===== config.mk =====
export PLATFORM = sky130hd
export DESIGN_NAME = sram_burst_master
export DESIGN_NICKNAME = d
export VERILOG_FILES = /design/src/rtl/sram_burst_pkg.sv /design/src/rtl/sram_burst_rd_buf.sv /design/src/rtl/sram_burst_master.sv
export SDC_FILE = /design/constraint.sdc
export NUM_CORES = 1
export LEC_CHECK = 0
export CORE_AREA = 2 2 108 84
export DETAILED_ROUTE_END_ITERATION = 8
export DIE_AREA = 0 0 110 86
export GPL_ROUTABILITY_DRIVEN = 1
export HOLD_SLACK_MARGIN = 0.06
export PLACE_DENSITY = 0.84
export SYNTH_ARGS = -nofsm -noshare
export SYNTH_HDL_FRONTEND = slang
export SYNTH_SLANG_ARGS = --single-unit

===== constraint.sdc =====
create_clock -name clk -period 4.8 [get_ports clk]
set_input_delay 1.44 -clock clk [delete_from_list [all_inputs] [get_ports clk]]
set_output_delay 1.44 -clock clk [all_outputs]
set_load 0.01 [all_outputs]

===== src/rtl/sram_burst_pkg.sv =====
// Shared types and helpers for the SRAM burst master.
package sram_burst_pkg;

  typedef enum logic [1:0] {
    ST_IDLE  = 2'd0,
    ST_WRITE = 2'd1,
    ST_READ  = 2'd2,
    ST_DRAIN = 2'd3
  } state_t;

  // Address increment with an explicit wrap, so DEPTH need not be a power of 2.
  function automatic int unsigned next_addr(input int unsigned addr, input int unsigned depth);
    return (addr == depth - 1) ? 0 : addr + 1;
  endfunction

endpackage


===== src/rtl/sram_burst_rd_buf.sv =====
// Two-entry valid/ready FIFO holding SRAM read data; count feeds the read-issue gate.
module sram_burst_rd_buf #(
  parameter int WIDTH = 32
) (
  input  logic             clk,
  input  logic             rst_n,
  input  logic             i_push,
  input  logic [WIDTH-1:0] i_push_data,
  input  logic             i_pop_ready,
  output logic             o_valid,
  output logic [WIDTH-1:0] o_data,
  output logic [1:0]       o_count
);

  logic [WIDTH-1:0] r_mem [2];
  logic             r_wptr;
  logic             r_rptr;
  logic [1:0]       r_count;
  logic             w_pop;

  assign w_pop   = (r_count != 2'd0) && i_pop_ready;
  assign o_valid = (r_count != 2'd0);
  assign o_data  = r_mem[r_rptr];
  assign o_count = r_count;

  always_ff @(posedge clk or negedge rst_n) begin
    if (!rst_n) begin
      r_mem[0] <= '0;
      r_mem[1] <= '0;
      r_wptr   <= 1'b0;
      r_rptr   <= 1'b0;
      r_count  <= 2'd0;
    end else begin
      if (i_push) begin
        r_mem[r_wptr] <= i_push_data;
        r_wptr        <= ~r_wptr;
      end
      if (w_pop) r_rptr <= ~r_rptr;
      case ({i_push, w_pop})
        2'b10:   r_count <= r_count + 2'd1;
        2'b01:   r_count <= r_count - 2'd1;
        default: r_count <= r_count;
      endcase
    end
  end

endmodule


===== src/rtl/sram_burst_master.sv =====
// Burst initiator for a single-port SRAM with a 1-cycle registered read;
// read latency is hidden behind a 2-entry buffer so the consumer may stall freely.
module sram_burst_master
  import sram_burst_pkg::*;
#(
  parameter  int WIDTH = 32,
  parameter  int DEPTH = 8,
  localparam int AW    = $clog2(DEPTH)
) (
  input  logic             clk,
  input  logic             rst_n,
  input  logic             cmd_valid,
  output logic             cmd_ready,
  input  logic             cmd_we,
  input  logic [AW-1:0]    cmd_addr,
  input  logic [AW-1:0]    cmd_len,
  input  logic             wr_valid,
  output logic             wr_ready,
  input  logic [WIDTH-1:0] wr_data,
  output logic             rd_valid,
  input  logic             rd_ready,
  output logic [WIDTH-1:0] rd_data,
  output logic             busy,
  output logic             done,
  output logic             mem_we,
  output logic [AW-1:0]    mem_addr,
  output logic [WIDTH-1:0] mem_wdata,
  input  logic [WIDTH-1:0] mem_rdata
);

  state_t          r_state;
  state_t          w_state_nxt;
  logic [AW-1:0]   r_addr;
  logic [AW-1:0]   r_left;
  logic            r_inflight;
  logic            r_busy;
  logic            r_done;
  logic [1:0]      w_count;
  logic            w_issue;
  logic            w_wbeat;
  logic            w_cmd_hs;
  logic [AW-1:0]   w_addr_nxt;

  assign w_cmd_hs   = (r_state == ST_IDLE) && cmd_valid;
  assign w_wbeat    = (r_state == ST_WRITE) && wr_valid;
  // Buffered plus in-flight words never exceed the two buffer slots.
  assign w_issue    = (r_state == ST_READ) &&
                      (({1'b0, w_count} + {2'b00, r_inflight}) < 3'd2);
  assign w_addr_nxt = AW'(next_addr(32'(r_addr), unsigned'(DEPTH)));

  assign cmd_ready = (r_state == ST_IDLE);
  assign wr_ready  = (r_state == ST_WRITE);
  assign mem_we    = w_wbeat;
  assign mem_addr  = r_addr;
  assign mem_wdata = wr_data;
  assign busy      = r_busy;
  assign done      = r_done;

  always_comb begin
    w_state_nxt = r_state;
    case (r_state)
      ST_IDLE:  if (cmd_valid) w_state_nxt = cmd_we ? ST_WRITE : ST_READ;
      ST_WRITE: if (wr_valid && (r_left == '0)) w_state_nxt = ST_IDLE;
      ST_READ:  if (w_issue && (r_left == '0)) w_state_nxt = ST_DRAIN;
      ST_DRAIN: if (!r_inflight) w_state_nxt = ST_IDLE;
      default:  w_state_nxt = ST_IDLE;
    endcase
  end

  always_ff @(posedge clk or negedge rst_n) begin
    if (!rst_n) begin
      r_state    <= ST_IDLE;
      r_addr     <= '0;
      r_left     <= '0;
      r_inflight <= 1'b0;
      r_busy     <= 1'b0;
      r_done     <= 1'b0;
    end else begin
      r_state    <= w_state_nxt;
      r_busy     <= (w_state_nxt != ST_IDLE);
      r_done     <= (r_state != ST_IDLE) && (w_state_nxt == ST_IDLE);
      r_inflight <= w_issue;
      if (w_cmd_hs) begin
        r_addr <= cmd_addr;
        r_left <= cmd_len;
      end else if (w_wbeat || w_issue) begin
        r_addr <= w_addr_nxt;
        r_left <= r_left - AW'(1);
      end
    end
  end

  sram_burst_rd_buf #(
    .WIDTH (WIDTH)
  ) u_rd_buf (
    .clk         (clk),
    .rst_n       (rst_n),
    .i_push      (r_inflight),
    .i_push_data (mem_rdata),
    .i_pop_ready (rd_ready),
    .o_valid     (rd_valid),
    .o_data      (rd_data),
    .o_count     (w_count)
  );

endmodule


=== After elaboration in Yosys (flattened, before gate mapping) ===
Cells that the tools add are included.
W data, S select, Z words.

* Multiply operators: 0
* Multiplexer cells: 18
* Equal/unequal tests: 6
* Shift-type cells: 0
* Bitwise gates (word level): 4
* Add/subtract/negate cells: 5
* Divide/modulo/power cells: 0
* Reductions and logical operators: 17
* $lt $le $gt $ge: 4

{| class="wikitable"
|+ Operators by type and width
! cell !! count
|-
| $mux W32 || 4
|-
| $bwmux W64 || 1
|-
| $demux W32 S1 || 1
|-
| $mux W3 || 5
|-
| $mux W2 || 5
|-
| $reduce_bool A2 Y1 || 5
|-
| $logic_and A1 B1 Y1 || 8
|-
| $pmux W2 S4 || 1
|-
| $eq A2 B2 Y1 const B || 3
|-
| $eq A2 B1 Y1 const B || 2
|-
| $ge A2 B2 Y1 const B || 2
|-
| $logic_not A2 Y1 || 2
|-
| $not A1 Y2 || 2
|-
| $pmux W2 S2 || 1
|-
| $add A2 B1 Y3 || 1
|-
| $add A3 B1 Y3 const B || 1
|-
| $eq A3 B3 Y1 const B || 1
|-
| $logic_not A3 Y1 || 1
|-
| $lt A3 B2 Y1 const B || 1
|-
| $sub A3 B1 Y3 const B || 1
|-
| $add A2 B1 Y2 const B || 1
|-
| $lt A2 B1 Y1 const B || 1
|-
| $not A1 Y1 || 2
|-
| $sub A2 B1 Y2 const B || 1
|-
| $logic_or A1 B1 Y1 || 1
|}

* Memories kept: 0
* Memory bits (writable): 0
* Register bits: 79
* Memory bits (read-only): 0
* Word-level logic and storage cells: 65
* Output and inout port bits: 73
* Latch bits: 0
* Input bits: 76

=== Depth between registers and ports, before layout ===
* Depth after elaboration: 8
* Depth in mapped cells: 6
* Mapped depth without buffers: 6

=== Cells and area by module ===
A second synthesis with hierarchy kept.

* Cells, all modules: 283
* Area total of the unflattened synthesis: 3847.4 µm²

{| class="wikitable"
|+ Modules (own cells, without submodules)
! module !! instances !! cells each !! area each (µm²) !! seq. area each (µm²)
|-
| sram_burst_rd_buf || 1 || 186 || 2932.8 || 1701.6
|-
| sram_burst_master || 1 || 97 || 914.6 || 275.3
|}

=== Least setup slack after synthesis ===
OpenSTA, ideal clock, no wires.

* Kind: input to output
* Start point: input port wr_valid
* End point: output port mem_we
* Cell stages on the path: 1
* Buffers on the path: 0
* Arrival time: 1.586 ns
* Required time: 3.360 ns
* Slack: 1.774 ns
* Cells stage by stage: and2_1

* Word-level cells in the longest chain between the ends: 1

{| class="wikitable"
|+ Ends and longest elaborated chain
! what !! line !! RTL
|-
| from (decl) || sram_burst_master.sv:17 || <nowiki>input logic wr_valid,</nowiki>
|-
| $logic_and A1 B1 Y1 || sram_burst_master.sv:45 || <nowiki>assign w_wbeat = (r_state == ST_WRITE) && wr_valid;</nowiki>
|-
| to (decl) || sram_burst_master.sv:25 || <nowiki>output logic mem_we,</nowiki>
|}

No other way between the ends.

=== Worst setup path in the final report ===
Ends and elaborated chain as after synthesis.

==> results list <==
- Net count of the finished layout: between 400 and 500
* Met3 wire len: roughly 420 um
- The core region is roughly 8300 sq um.
- Once detailed placement completed, the half-perimeter wirelength came to ~4900 um.
* Storage element area: roughly 2000 sq um
- Vias in the first global route: around 2300
- Sink of the worst hold path: r_left[0]
* Worst Reg-to-Reg Cells: 3
* Overall Power: around 3.5 mW
- ANT nets after route: 0
- Number of flip-flops and latches in the synthesized netlist: ~80
- In the synthesized netlist the async set-or-reset flop fraction comes to 100%.
- H-Tree Depth: 3
* Source of the worst hold timing path: r_left[0]
- Largest net degree at the start of global routing: 80
* CTS Buffer Depth: 2
- Post-route non-filler standard cell count: about 450
- Summed over its instances, the top area cell type makes up around half of the synthesized netlist area.
- For this run the aggregate overflow at the end of global routing stands at 0.
- Worst-Margin Slew: about 1 ns
- The critical path is of the primary input to output pin type.
- CTS hold repair buffers: 0
* Routed length on met1: between 3000 and 4000 um
- The number of nets handed over by synthesis was about 360.
- The analysis attributes to cell leakage a power of between 1.5 and 2 nW.
* Clock slew seen by the registers of the worst setup and hold paths: 0.08 ns
* Clock tree from TritonCTS: built
- Traced cell by cell, the critical path runs through clkdlybuf4s50_1 -> and2_1 -> clkdlybuf4s50_1.
* Width of the die: 110 um
- Headroom to the max-slew limit came out at a little over a third.
- Die Footprint: 9460 sq um
- First drt pass iteration count: 4
- The number of antenna violations at the first check in global routing came to 0.
- The netlist uses 36 different library cells.
- The worst setup path is launched from a primary input.
- The setup check on the worst reg-to-reg path leaves a slack of 2.92 ns.
- The later pin in the worst-skew pair is clocked with a latency of 0.34 ns.
- Compared with the post-synthesis result, the final layout area differs by 23.9%.
- In this run the power density over the cells is 731 nW/um^2.
* Max-slew violations: 0
- Global routing consumed, over all layers together, roughly 16% of the routing resources.
* Post-CTS Resized: 0
* Routed wirelength normalized by instance count: about 16 um
* Number of cell rows: 29
* Data arrival time of the critical path: 2.60 ns
- The highest layer touched by signal routing is met4.
- Fraction of layout cells with a size suffix above 1: between 30% and 40%
- Yosys printed 0 warnings.
* CP Data Required Time: 3.36 ns
* Final worst slack: 0.762 ns
- The cell family contributing the most delay on the critical path is buffers and inverters.
- Cell depth of the worst min-delay path: 1
* Worst Clk Skew: a little over 0.009 ns
- The cell count after synthesis came out at 281.
- For this configuration, the core starts out at a cell density of 46.1%.
- Ranking of synthesized cells by area: dfrtp_1 52%, mux2_2 28%, buf_4 6.9%
- The worst register-to-register path begins at r_inflight.
* Core Util, Final: ~57%
- Counting both buffers and inverters, the worst setup path holds a total of 2.
- Netlist area before placement: around 3800 sq um
- The worst setup path is captured at an output pin.
- # IOs: around 150
* Antenna fix cells: 0
- The share of the Yosys chip area taken by registers is ~52%.
- Maximum clock frequency: 0.248 GHz
- In the final layout, the multi-input gates occupy about 1500 sq um.
- Routed length on met2: 3440 um
- Post-Place Setup Slack: around 0.75 ns
- Violation count after the first detailed-routing iteration: 61
- The tightest min-delay check is of the register to register type.
- In the synthesized netlist the dominant register cell turns out to be dfrtp_1.
* Wire length reported by the detailed router: roughly 7200 um
- IR analysis of the VDD net gives a maximum drop of ~0.36 mV.
* Number of cells in the design after placement: 431
* Number of enable flip-flop cells after synthesis: 0
- Global placer's final weighted congestion: 0.712
* Maximum capacitance violations: 0
* Total count of hold-check failures in the final report: 0
- After detailed placement, the total cell area comes to 4500 sq um.
- Mean instance size in the synthesized netlist: ~14 sq um
- # setup viols final: 0
* Cell type of the slowest stage on the worst timing path: clkdlybuf4s50_1
- Final Critical Period: just over 4 ns
- Along the worst path, the maximum fanout reaches 3.
- Counting the fill cells in the layout gives ~700.
* Status: completed
- The die is 86 um tall.
* Root buffer cell: clkbuf_8
- Global-route wire length before repair: between 10000 and 15000 um
- Setup repair after global routing left no endpoint under its margin.
- The tightest hold path in the finished design has a slack of about 0.50 ns.
- Sum Neg Setup Slack: 0 ns
- Clock tree synthesis inserted a total of 9 buffers.
* Cell taking the most area after synthesis: dfrtp_1
- The finished cells cover between 4000 and 5000 sq um.
* Clk sink count: approximately 80
* RR Endpoint: u_rd_buf.r_mem[5]
* Detailed-route DRC error count: 0
* Via Count: 2265
* Final period util: a little over four fifths
* Max incr delay on CP: 0.53 ns
- Number of input and output port buffers inserted: 84
* Average vias per placed instance: roughly 5.1
- Among the stages of the critical path, the cell type that occurs most often is clkdlybuf4s50_1.
- After clock tree synthesis, the setup repair step added 0 buffers.
## power breakdown
group | internal (mW) | switching, mW | total (mW)
clock network | 0.358 | 0.234 | 0.592
registers | 1.01 | 0.227 | 1.24
logic | 1.03 | 0.611 | 1.64
total | 2.40 | 1.07 | 3.47
## area by class of cell
type	instances	share of cell area, %
sequential	79	41.6
multi-input combinational	152	31.8
clock buffer	10	2.90
timing repair buffer	87	18.1
inverter	5	0.395
clock inverter	5	2.24
tap	108	2.85
## worst register-to-register path, cell delays in order (launching register included)
cell and delay (ns):
dfrtp_1 0.44, nand2_1 0.54, buf_4 0.40, mux2_2 0.38
## layer usage
layer  track usage (%)  vias up
met5                 0        -
met3              5.62       12
met2              25.0       64
li1                  -     1053
met1              21.2     1136
met4              4.72        0
## kinds of logic after synthesis
logic type	after synthesis	synth area share [%]
multiplexers	98	28.7
AO/OA/AOI/OAI	17	3.56
AND/OR/NAND/NOR	27	4.24
flip-flops	79	51.6
XOR/XNOR	5	1.14
adder cells (fa/ha/maj)	5	1.63
buffers and inverters	50	9.11
## how the worst max path moves through the flow
stage / from / slack, ns / depth (start not counted) / endpoint
2_1_floorplan: wr_valid / 1.77 / 1 / mem_we
3_3_place_gp: wr_valid / 0.75 / 3 / mem_we
3_5_place_dp: wr_valid / 0.75 / 3 / mem_we
4_1_cts: wr_valid / 0.75 / 3 / mem_we
5_1_grt: wr_valid / 0.74 / 3 / mem_we
6_report: wr_valid / 0.76 / 3 / mem_we
## layout by cell type (no fill, tap or decap), types with 2 or more instances in the layout
cell / instances
nor2b_1: 3
clkbuf_8: 10
a31oi_1: 3
mux2_2: 94
and2_1: 3
ha_1: 5
dfrtp_1: 79
nand3_1: 2
xor2_1: 3
mux2i_1: 2
clkdlybuf4s50_1: 83
xnor2_1: 2
buf_4: 4
inv_1: 5
o21ai_2: 3
nor2_1: 6
a21oi_2: 2
a21oi_1: 2
mux2_1: 2
nand2_1: 4
bufinv_16: 3
## synthesized netlist by cell type (3+ instances only)
cell     count
mux2_2      94
dfrtp_1     79
buf_4       35
buf_2        6
nor2_1       6
ha_1         5
inv_1        5
nand2_1      4
a31oi_1      3
and2_1       3
buf_6        3
nor2b_1      3
o21ai_2      3
xor2_1       3
## state kept, by name, indices dropped and copies added, names as in the netlist
| signal | count |
|---|---|
| busy | 1 |
| u_rd_buf.r_rptr | 1 |
| r_left | 3 |
| r_state | 2 |
| u_rd_buf.r_mem | 64 |
| mem_addr | 3 |
| u_rd_buf.r_wptr | 1 |
| r_inflight | 1 |
| u_rd_buf.o_count | 2 |
| done | 1 |
No activity file was read; power rests on OpenSTA's default activity.
